`src/rtl/hazard_pkg.sv`:
```
// hazard_pkg: shared definitions for the RAW-hazard scoreboard.
//   ADDR_W / DEPTH : register address width and number of tracked in-flight stages
//   sb_entry_t     : one scoreboard slot {vld, dst}
//   opcode_e + op_* helpers : operand-usage decode shared with the control unit
package hazard_pkg;

    localparam int ADDR_W = 3;
    localparam int NREGS  = 2 ** ADDR_W;
    localparam int DEPTH  = 3;   // entry0 = ID/EX, entry1 = EX/MEM, entry2 = MEM/WB

    typedef struct packed {
        logic              vld;
        logic [ADDR_W-1:0] dst;
    } sb_entry_t;

    typedef enum logic [3:0] {
        OP_NOP = 4'd0,
        OP_NOT = 4'd1,
        OP_ADD = 4'd2,
        OP_LDM = 4'd3,
        OP_LDD = 4'd4,
        OP_STD = 4'd5
    } opcode_e;

    // Reads the src field (IF/ID[20:18]).
    function automatic logic op_uses_src(opcode_e op);
        return (op == OP_ADD) || (op == OP_LDD) || (op == OP_STD);
    endfunction

    // Reads the dst field (IF/ID[23:21]) as an operand.
    function automatic logic op_uses_dst(opcode_e op);
        return (op == OP_ADD) || (op == OP_NOT) || (op == OP_STD);
    endfunction

    // CU WB bit: writes the dst register.
    function automatic logic op_writes(opcode_e op);
        return (op == OP_ADD) || (op == OP_NOT) || (op == OP_LDM) || (op == OP_LDD);
    endfunction

endpackage

```
`src/rtl/hazard_match.sv`:
```
// hazard_match: combinational lookup of one register address against the
// youngest WIN scoreboard entries.
//   sb_i   : scoreboard entries, index 0 = youngest (ID/EX)
//   addr_i : register address read by the decoding instruction
//   hit_o  : 1 when a valid in-window entry targets addr_i
module hazard_match
    import hazard_pkg::*;
#(
    parameter int WIN = DEPTH - 1
) (
    input  sb_entry_t [DEPTH-1:0] sb_i,
    input  logic [ADDR_W-1:0]     addr_i,
    output logic                  hit_o
);

    always_comb begin
        hit_o = 1'b0;
        for (int k = 0; k < DEPTH; k++) begin
            // Entries past the window are already visible through the register file.
            if (k < WIN && sb_i[k].vld && sb_i[k].dst == addr_i)
                hit_o = 1'b1;
        end
    end

endmodule

```
`src/rtl/hazard_scoreboard.sv`:
```
// hazard_scoreboard: RAW-hazard controller beside the decode stage.
// Tracks destinations of in-flight writers and freezes PC/IF-ID (stall) while
// injecting an ID/EX bubble when the IF/ID instruction reads a pending register.
//   clk, reset (async, active low)
//   id_valid, id_src_addr, id_dst_addr, id_uses_src, id_uses_dst, id_writes : IF/ID decode
//   flush        : squash the IF/ID instruction this cycle
//   stall/bubble : combinational hazard outputs
//   stall_cycles : saturating count of stalled cycles
module hazard_scoreboard
    import hazard_pkg::*;
#(
    parameter int WB_BYPASS = 1,
    parameter int CNT_W     = 16
) (
    input  logic              clk,
    input  logic              reset,
    input  logic              id_valid,
    input  logic [ADDR_W-1:0] id_src_addr,
    input  logic [ADDR_W-1:0] id_dst_addr,
    input  logic              id_uses_src,
    input  logic              id_uses_dst,
    input  logic              id_writes,
    input  logic              flush,
    output logic              stall,
    output logic              bubble,
    output logic [CNT_W-1:0]  stall_cycles
);

    // With a write-before-read register file the MEM/WB entry is already readable.
    localparam int WIN = DEPTH - WB_BYPASS;

    sb_entry_t [DEPTH-1:0] sb_q, sb_d;
    logic [CNT_W-1:0]      cnt_q, cnt_d;
    logic                  src_hit, dst_hit, hazard;

    // Only older entries are searched, so an instruction never waits on itself.
    hazard_match #(.WIN(WIN)) u_src_match (
        .sb_i   (sb_q),
        .addr_i (id_src_addr),
        .hit_o  (src_hit)
    );

    hazard_match #(.WIN(WIN)) u_dst_match (
        .sb_i   (sb_q),
        .addr_i (id_dst_addr),
        .hit_o  (dst_hit)
    );

    always_comb begin
        // flush wins over hazard; reset forces the outputs low even mid-stall.
        hazard = reset & id_valid & ~flush &
                 ((id_uses_src & src_hit) | (id_uses_dst & dst_hit));

        // A stalled or flushed instruction enters ID/EX as a bubble (invalid entry).
        sb_d[0].vld = id_valid & id_writes & ~hazard & ~flush;
        sb_d[0].dst = id_dst_addr;
        for (int k = 1; k < DEPTH; k++)
            sb_d[k] = sb_q[k-1];

        cnt_d = cnt_q;
        if (hazard && cnt_q != {CNT_W{1'b1}})
            cnt_d = cnt_q + CNT_W'(1);
    end

    always_ff @(posedge clk or negedge reset) begin
        if (!reset) begin
            sb_q  <= '0;
            cnt_q <= '0;
        end else begin
            sb_q  <= sb_d;
            cnt_q <= cnt_d;
        end
    end

    assign stall        = hazard;
    assign bubble       = hazard;
    assign stall_cycles = cnt_q;

endmodule

```
`config.mk`:
```
export PLATFORM = sky130hd
export DESIGN_NAME = hazard_scoreboard
export DESIGN_NICKNAME = d
export VERILOG_FILES = /design/src/rtl/hazard_pkg.sv /design/src/rtl/hazard_match.sv /design/src/rtl/hazard_scoreboard.sv
export SDC_FILE = /design/constraint.sdc
export NUM_CORES = 1
export LEC_CHECK = 0
export BUFFER_PORTS_ARGS = -buffer_cell sky130_fd_sc_hd__buf_2
export CAP_MARGIN = 10
export CORE_UTILIZATION = 51
export DETAILED_ROUTE_END_ITERATION = 8
export PLACE_DENSITY_LB_ADDON = 0.1
export SYNTH_ARGS = -nofsm -noshare
export SYNTH_HDL_FRONTEND = slang
export SYNTH_SLANG_ARGS = --single-unit
```
`constraint.sdc`:
```
create_clock -name clk -period 1.88 [get_ports clk]
set_input_delay 0.282 -clock clk [delete_from_list [all_inputs] [get_ports clk]]
set_output_delay 0.282 -clock clk [all_outputs]
set_load 0.01 [all_outputs]
```
Yosys cells after proc, flatten, opt, wreduce, memory -nomap -nowiden

Cells that the tools add are included.

Flip-flop bits (word level): 24
Latch bits: 0
Bits in writable memories: 0
Bits in read-only memories: 0
Input bits: 13
Word-level logic and storage cells: 31
Memories kept: 0

$add $sub $neg: 1
Multipliers: 0
Div/mod/pow operators: 0
Magnitude comparators: 0
Eq/ne operators: 5
Shift-type cells: 0
Multiplexer cells: 4
Bitwise gates (word level): 11
Reduce and logical (&&, ||, !) cells: 5

Operators by type and width:

| kind                                                             | number |
|---|---|
| 16-bit by 1-bit adder with 16-bit output (second input constant) | 1 |
| 16-bit != test (second input constant)                           | 1 |
| 3-bit equality test                                              | 4 |
| 1-bit bitwise AND                                                | 8 |
| 1-bit logical AND                                                | 5 |
| 1-bit 2-to-1 mux                                                 | 4 |
| 1-bit NOT                                                        | 2 |
| 1-bit OR                                                         | 1 |

Logic depth before layout (Yosys ltp)

Gate-level depths: netlist of the first run.

Word-level depth: 10
Mapped depth: 8
Depth with buffers taken out: 7

Cells and area by module

A second synthesis of the first run with hierarchy kept.

Cells, all modules: 109
Area, all modules: 1,305.0 µm²

Modules (own cells, without submodules):

| module            | instances | cells an instance | area an instance (µm²) |
|---|---|---|---|
| hazard_scoreboard | 1         | 91                | 1,167.4 |
| hazard_match      | 2         | 9                 | 68.8 |

Least setup slack after synthesis of the first run

OpenSTA, ideal clock, no wires.

Path type: reg-to-reg
From: register cnt_q[4] (netlist: stall_cycles[4])
To: register cnt_q[1] (netlist: stall_cycles[1])
Setup time: 0.125 ns
Arrival: 1.609 ns
Data required time: 1.755 ns
Slack: 0.146 ns
Cell stages (with the launch flop): 7
Path buffers: 0
Cells stage by stage: dfrtp_1 > and4_4 > and3_4 > nand4_4 > nor3_4 > nor2_1 > mux2_4

Word-level cells in the longest chain between the ends: 2

RTL lines:

| element                  | line                    | source |
|---|---|---|
| start: declaration       | hazard_scoreboard.sv:33 | `logic [CNT_W-1:0] cnt_q, cnt_d;` |
| start signal: assignment | hazard_scoreboard.sv:71 | `cnt_q <= cnt_d;` |
| 16-bit != test           | hazard_scoreboard.sv:61 | `if (hazard && cnt_q != {CNT_W{1'b1}})` |
| 1-bit logical AND        | hazard_scoreboard.sv:61 |  |

Every way passes these cells.
A chain may end at the register's enable or synchronous reset.

Worst setup path after layout of the first run

From: register sb_q, in the netlist sb_d[5]
To: register cnt_q[13] (netlist: stall_cycles[13])

Word-level cells in the longest chain between the ends: 8
Elaborated cells between the ends (all ways): 13
Classes of those cells: 2 x eq/ne; 4 x mux; 4 x bitwise; 3 x reduce/logical

RTL lines:

| element                        | line                    | source |
|---|---|---|
| start: declaration             | hazard_scoreboard.sv:32 | `sb_entry_t [DEPTH-1:0] sb_q, sb_d;` |
| start signal: assignment       | hazard_scoreboard.sv:67 | `sb_q <= '0;` |
| start signal: assignment       | hazard_scoreboard.sv:70 | `sb_q <= sb_d;` |
| 3-bit equality test            | hazard_match.sv:20      | `if (k < WIN && sb_i[k].vld && sb_i[k].dst == addr_i)` |
| 1-bit logical AND              | hazard_match.sv:20      |  |
| 1-bit 2-to-1 mux (2 in series) | hazard_match.sv:20      |  |
| 1-bit bitwise AND              | hazard_scoreboard.sv:52 | `((id_uses_src & src_hit) \| (id_uses_dst & dst_hit));` |
| 1-bit OR (*)                   | hazard_scoreboard.sv:52 |  |
| 1-bit bitwise AND (*)          | hazard_scoreboard.sv:51 | `hazard = reset & id_valid & ~flush &` |
| 1-bit logical AND (*)          | hazard_scoreboard.sv:61 |  |

Mark *: on every way between the ends. The rest lies on a longest branch, timed or not.

==> results of run 1 <==
-- cell usage after synthesis, drive strengths merged --
cell and count:
dfrtp 24, xor2 14, xnor2 13, nand4 8, nand2 6, nor4 6
nor3 5, nand3 4, buf 3, inv 3, nor2 3, nor4b 3
a21oi 1, a31oi 1, and3 1, and3b 1, and4 1, and4b 1
ha 1, mux2 1, nor3b 1
-- state kept, by name (all words and copies together) (netlist names) --
signal and cells:
sb_d 8, stall_cycles 16
-- power groups by stage --
stage | clock network [mW] | registers (mW) | logic, mW
2_1_floorplan | 0 | 0.558 | 0.0341
3_5_place_dp | 0 | 0.557 | 0.0793
3_3_place_gp | 0 | 0.556 | 0.0775
5_1_grt | 0.240 | 0.549 | 0.0916
4_1_cts | 0.226 | 0.547 | 0.0828
6_report | 0.218 | 0.548 | 0.0836
-- stage by stage --
stage	hold WS (ns)	utilization (%)	power [mW]	setup slack [ns]	cell area [µm²]
floorplan	-0.0136	-	0.592	0.146	1200
global placement	0.310	63.3	0.633	-0.124	1400
detailed placement	0.316	63.3	0.636	-0.186	1400
CTS	0.116	65.5	0.855	0.0368	1450
global route	0.117	68.9	0.881	-0.0572	1530
finish	0.131	68.9	0.849	0.0214	1530
-- routing by layer --
metal | track usage (%) | vias to the layer above | part of all wire [%] | wire (µm)
li1 | - | 438 | - | -
met1 | 27.6 | 444 | 44 | 1060
met2 | 33.1 | 13 | 53 | 1280
met3 | 2.73 | 2 | 2.4 | 57
met4 | 9.72 | 0 | 0.66 | 16
met5 | 0 | - | 0 | 0
-- critical path, stage by stage, from the launching register on --
cell and delay (ns):
dfrtp_1 0.43, xnor2_1 0.20, nand4_1 0.15, a21oi_2 0.19, a31oi_4 0.05, buf_4 0.22, nor4_1 0.37, xor2_1 0.17
-- timing repair --
item	in CTS	in global routing
hold buffers	1	0
endpoints found under the setup margin	15	12
setup buffers	1	0
gates resized for setup	1	13
pin swaps	1	0
hold endpoints to repair	24	0
-- cells by family after synthesis --
family,Yosys count,synth area share [%]
AO/OA/AOI/OAI,2,1.46
XOR/XNOR,27,19.7
adder cells (fa/ha/maj),1,1.04
buffers and inverters,6,3.44
flip-flops,24,50.1
multiplexers,1,1.25
AND/OR/NAND/NOR,40,23.0
-- final timing paths --
check / from / endpoint / cells after the start / slack (ns)
setup / recovery: sb_d[5]$_DFF_PN0_ / stall_cycles[13]$_DFFE_PN0P_ / 7 / 0.02
hold / removal: id_dst_addr[0] / sb_d[4]$_DFF_PN0_ / 1 / 0.13
setup reg to reg: sb_d[5]$_DFF_PN0_ / stall_cycles[13]$_DFFE_PN0P_ / 7 / 0.02
hold reg to reg: sb_d[7]$_DFF_PN0_ / sb_d[11]$_DFF_PN0_ / 0 / 0.44
max in group asynchronous: reset / sb_d[6]$_DFF_PN0_ / 3 / 1.14
min in group asynchronous: reset / stall_cycles[6]$_DFFE_PN0P_ / 3 / 0.50
-- area by class of cell --
cell class,count,area [µm²],share of cell area [%]
Multi-Input combinational cell,71,642,42.1
Tap cell,28,35.0,2.30
Clock buffer,3,22.5,1.48
Timing Repair Buffer,38,213,13.9
Sequential cell,24,602,39.5
Inverter,3,11.3,0.738
==> results.sh, run 1 <==
export IMPL_outcome="finished, final reports clean"
export IMPL_cp_required_ns=2.11
export IMPL_syn_nets=115
export IMPL_vias_per_cell=5.37
export IMPL_irDropWorstVdd_mv=0.371
export IMPL_synth_cell_types=25
export IMPL_grt_max_degree=25
export IMPL_wl_mm=2.41
export IMPL_power_density_nw_per_um2=557
export IMPL_timing_slew_headroom_pct=70.6
export IMPL_track_usage_pct=20.6
export IMPL_die_area_um2=2550
export IMPL_syn_area_um2=1200
export IMPL_yosysTopAreaCell="dfrtp_1"
export IMPL_worstSkewPairLatency_ns=0.31
export IMPL_final_common_cell="buf_2"
export IMPL_worstPathArrival_ns=2.09
export IMPL_numPortBuffers=30
export IMPL_cts_tree="yes"
export IMPL_die_y_um=50.5
export IMPL_rsz0062_at_grt="true"
export IMPL_cp_end_kind="flop"
export IMPL_antenna_found_initial=0
export IMPL_gp_congestion=0.763
export IMPL_tns_ns=0
export IMPL_wl_per_cell_um=14.5
export IMPL_grt_pass1_wl_mm=3.84
export IMPL_swShare_pct=23.7
export IMPL_startpoint_type="flop"
export IMPL_critPathMaxFanout=16
export IMPL_dp_cells=162
export IMPL_overflow=0
export IMPL_rows=17
export IMPL_firstDrtPassIters=3
export IMPL_cts_max_path_buffers=2
export IMPL_dieWidth_um=50.5
export IMPL_fin_skew_ns=0.00817
export IMPL_setup_violations=0
export IMPL_min_period_ns=1.86
export IMPL_num_io_pins=31
export IMPL_grt_pass1_vias=874
export IMPL_start_util_pct=54.2
export IMPL_avgSynthCellArea_um2=11.9
export IMPL_cts_buffers=3
export IMPL_most_common_layout_cells="buf_2 (30), dfrtp_1 (23), xor2_1 (14)"
export IMPL_yosys_warnings=0
export IMPL_first_iter_violations=10
export IMPL_core_area_um2=2210
export IMPL_comb_power_share_pct=9.8
export IMPL_p_leak_nw=0.781
export IMPL_cts_num_sinks=24
export IMPL_p_switching_mw=0.201
export IMPL_seq_area_frac_synth_pct=50.1
export IMPL_max_cap_violations=0
export IMPL_ant_nets=0
export IMPL_num_vias=897
export IMPL_final_cell_count_no_fill=167
export IMPL_drv_slew=0
export IMPL_final_nets=155
export IMPL_remaining_drc_errors=0
export IMPL_diodes=0
export IMPL_h_tree_depth=1
export IMPL_dp_final_hpwl_mm=1.71
export IMPL_root_buffer="clkbuf_4"
export IMPL_synthCells=101
export IMPL_max_freq_mhz=538
export IMPL_p_int_mw=0.648
export IMPL_hold_viol_final=0
export IMPL_clk_pin_slew_ns=0.12
export IMPL_ys_ff_latch=24
export IMPL_hold_path_class="input port to flop"
export IMPL_clkPwrFrac_pct=25.6
export IMPL_pwr_share_seq_pct=64.5
export IMPL_area_growth_pct=27.1
export IMPL_worst_slew_pin_slew_ns=0.439
export IMPL_yosysTopAreaCellShare_pct=50.1
export IMPL_ys_top_cells_by_area="dfrtp_1 (50%), xor2_1 (10%), xnor2_1 (9.5%)"
export IMPL_path_class="flop to flop"
export IMPL_drive_above_1_share_pct=43.2
export IMPL_fillCellCount=180
export IMPL_finalCritPeriodShare_pct=98.9
No activity file was read; power rests on OpenSTA's default activity.
==> inputs of run 2 (changes only) <==
- PLACE_DENSITY: not set -> 0.78
- PLACE_DENSITY_LB_ADDON: 0.1 -> not set
- SETUP_SLACK_MARGIN: not set -> 0.05
==> run 2 against run 1 <==
Net effect: sequential power is 0.9% lower; non-clock buffer count is 10 higher; setup slack better by 0.0065 ns; hold slack worse by 0.025 ns; maximum frequency is 0.35% higher; combinational power is 14% higher; sequential share of layout area is 3.0 points lower; clock skew is 0.0059 ns lower; clock power is 28% higher; total power is 8.1% higher; critical path type unchanged; critical endpoint is now stall_cycles[1]$_DFFE_PN0P_; highest routed layer unchanged.
==> results.sh, run 2 (synthesis results as in run 1) <==
export IMPL_firstDrtPassIters=4
export IMPL_track_usage_pct=22.3
export IMPL_worstPathArrival_ns=2.08
export IMPL_utilization_pct=74.5
export IMPL_worstReg2RegStart="stall_cycles[6]$_DFFE_PN0P_"
export IMPL_hold_viol_final=0
export IMPL_register_area_um2=601
export IMPL_use_met1_pct=27.7
export IMPL_antenna_found_initial=0
export IMPL_drive_above_1_share_pct=46.7
export IMPL_final_cell_count_no_fill=178
export IMPL_finalCritPeriodShare_pct=98.5
export IMPL_num_vias=973
export IMPL_diodes=0
export IMPL_gp_congestion=0.780
export IMPL_max_cap_violations=0
export IMPL_cts_num_sinks=24
export IMPL_grt_pass1_vias=874
export IMPL_cp_required_ns=2.11
export IMPL_h_tree_depth=1
export IMPL_wl_mm=2.98
export IMPL_largest_register_ffs=16
export IMPL_dp_cells=164
export IMPL_cts_buffers=3
export IMPL_tns_ns=0
export IMPL_grt_use_met3_pct=6.97
export IMPL_drv_slew=0
export IMPL_numPortBuffers=30
export IMPL_rows=17
export IMPL_vias_per_cell=5.47
export IMPL_worst_slew_pin_slew_ns=0.306
export IMPL_first_iter_violations=9
export IMPL_fillCellCount=157
export IMPL_reg2reg_to="stall_cycles[1]$_DFFE_PN0P_"
export IMPL_p_leak_nw=0.835
export IMPL_die_area_um2=2550
export IMPL_cp_end_kind="flop"
export IMPL_power_density_nw_per_um2=557
export IMPL_final_nets=165
export IMPL_wl_per_cell_um=16.7
export IMPL_worstSkewPairLatency_ns=0.32
export IMPL_root_buffer="clkbuf_4"
export IMPL_multi_input_area_um2=669
export IMPL_dieWidth_um=50.5
export IMPL_path_class="flop to flop"
export IMPL_fin_skew_ns=0.00224
export IMPL_rsz0062_at_grt="true"
export IMPL_start_util_pct=54.2
export IMPL_num_io_pins=31
export IMPL_die_y_um=50.5
export IMPL_ant_nets=0
export IMPL_final_common_cell="buf_2"
export IMPL_overflow=0
export IMPL_critPathMaxFanout=4
export IMPL_grt_busiest_layer="met2"
export IMPL_min_from="id_dst_addr[0]"
export IMPL_outcome="finished, final reports clean"
export IMPL_cts_max_path_buffers=2
export IMPL_dp_final_hpwl_mm=1.73
export IMPL_most_common_layout_cells="buf_2 (30), dfrtp_1 (24), buf_4 (15)"
export IMPL_setup_violations=0
export IMPL_core_area_um2=2210
export IMPL_cts_tree="yes"
export IMPL_irDropWorstVdd_mv=0.645
export IMPL_power_total_mw=0.918
export IMPL_max_freq_mhz=540
export IMPL_whs_path_depth=1
export IMPL_use_met2_pct=36.4
export IMPL_placed_area_um2=1420
export IMPL_final_area_um2=1650
export IMPL_timing_slew_headroom_pct=79.6
export IMPL_clk_pin_slew_ns=0.13
export IMPL_hold_path_class="input port to flop"
export IMPL_area_growth_pct=37.3
export IMPL_remaining_drc_errors=0
export IMPL_min_period_ns=1.85
export IMPL_r2r_slack_ns=0.03
export IMPL_grt_pass1_wl_mm=4.03
export IMPL_grt_max_degree=25
export IMPL_min_to="sb_d[4]$_DFF_PN0_"
export IMPL_reg2reg_depth=6
export IMPL_startpoint_type="flop"
-- run 2: changes by cell type in the layout (fill, tap and decap cells not counted), moves of 2 or more --
cell     before  now
nor4b_4       0    2
buf_6         0    2
buf_4         7   15
nor4b_2       3    1
-- run 2: repair_timing --
item / 4_1_cts / 5_1_grt
hold buffers: 1 / 0
hold endpoints to repair: 24 / 0
buffers inserted: 0 / 8
cloned: 0 / 1
setup endpoints to repair: 2 / 15
resized for setup: 2 / 18
pin swaps: 1 / 1
-- run 2: worst max-delay path by stage --
stage | startpoint | to | slack (ns) | cells after the start
2_1_floorplan | stall_cycles[4]$_DFFE_PN0P_ | stall_cycles[1]$_DFFE_PN0P_ | 0.15 | 6
3_3_place_gp | id_src_addr[2] | stall_cycles[9]$_DFFE_PN0P_ | 0.13 | 8
3_5_place_dp | id_src_addr[1] | stall_cycles[8]$_DFFE_PN0P_ | 0.08 | 8
4_1_cts | stall_cycles[6]$_DFFE_PN0P_ | stall_cycles[9]$_DFFE_PN0P_ | 0.08 | 7
5_1_grt | sb_d[4]$_DFF_PN0_ | stall_cycles[10]$_DFFE_PN0P_ | -0.05 | 7
6_report | stall_cycles[6]$_DFFE_PN0P_ | stall_cycles[1]$_DFFE_PN0P_ | 0.03 | 6
-- run 2: where the power goes --
group          internal [mW]  switching (mW)
Clock                  0.119           0.160
Combinational         0.0478          0.0479
Sequential             0.531          0.0128
-- run 2: worst max-delay path, stage by stage, from the launching register on --
cell     delay (ns)
dfrtp_1        0.41
and4_4         0.25
and3_4         0.22
nand4_4        0.16
nor3_4         0.26
nor2_1         0.13
mux2_4         0.31
-- run 2: metrics by stage --
step	hold slack (ns)	setup WS (ns)
5_1_grt	0.0809	-0.0461
6_report	0.106	0.0280
2_1_floorplan	-0.0136	0.146
3_5_place_dp	0.304	0.0782
4_1_cts	0.100	0.0766
3_3_place_gp	0.300	0.129
-- run 2: area by class of cell --
class,instances,share of cell area (%)
clock buffers,4,2.20
well taps,28,2.13
inverters,3,0.683
repair buffers,48,17.9
flip-flops and latches,24,36.4
multi-input cells,71,40.6
-- run 2: per-layer routing --
layer / up-vias / share of wire, %
li1: 454 / -
met1: 471 / 42
met2: 37 / 50
met3: 11 / 5.2
met4: 0 / 3.0
met5: - / 0
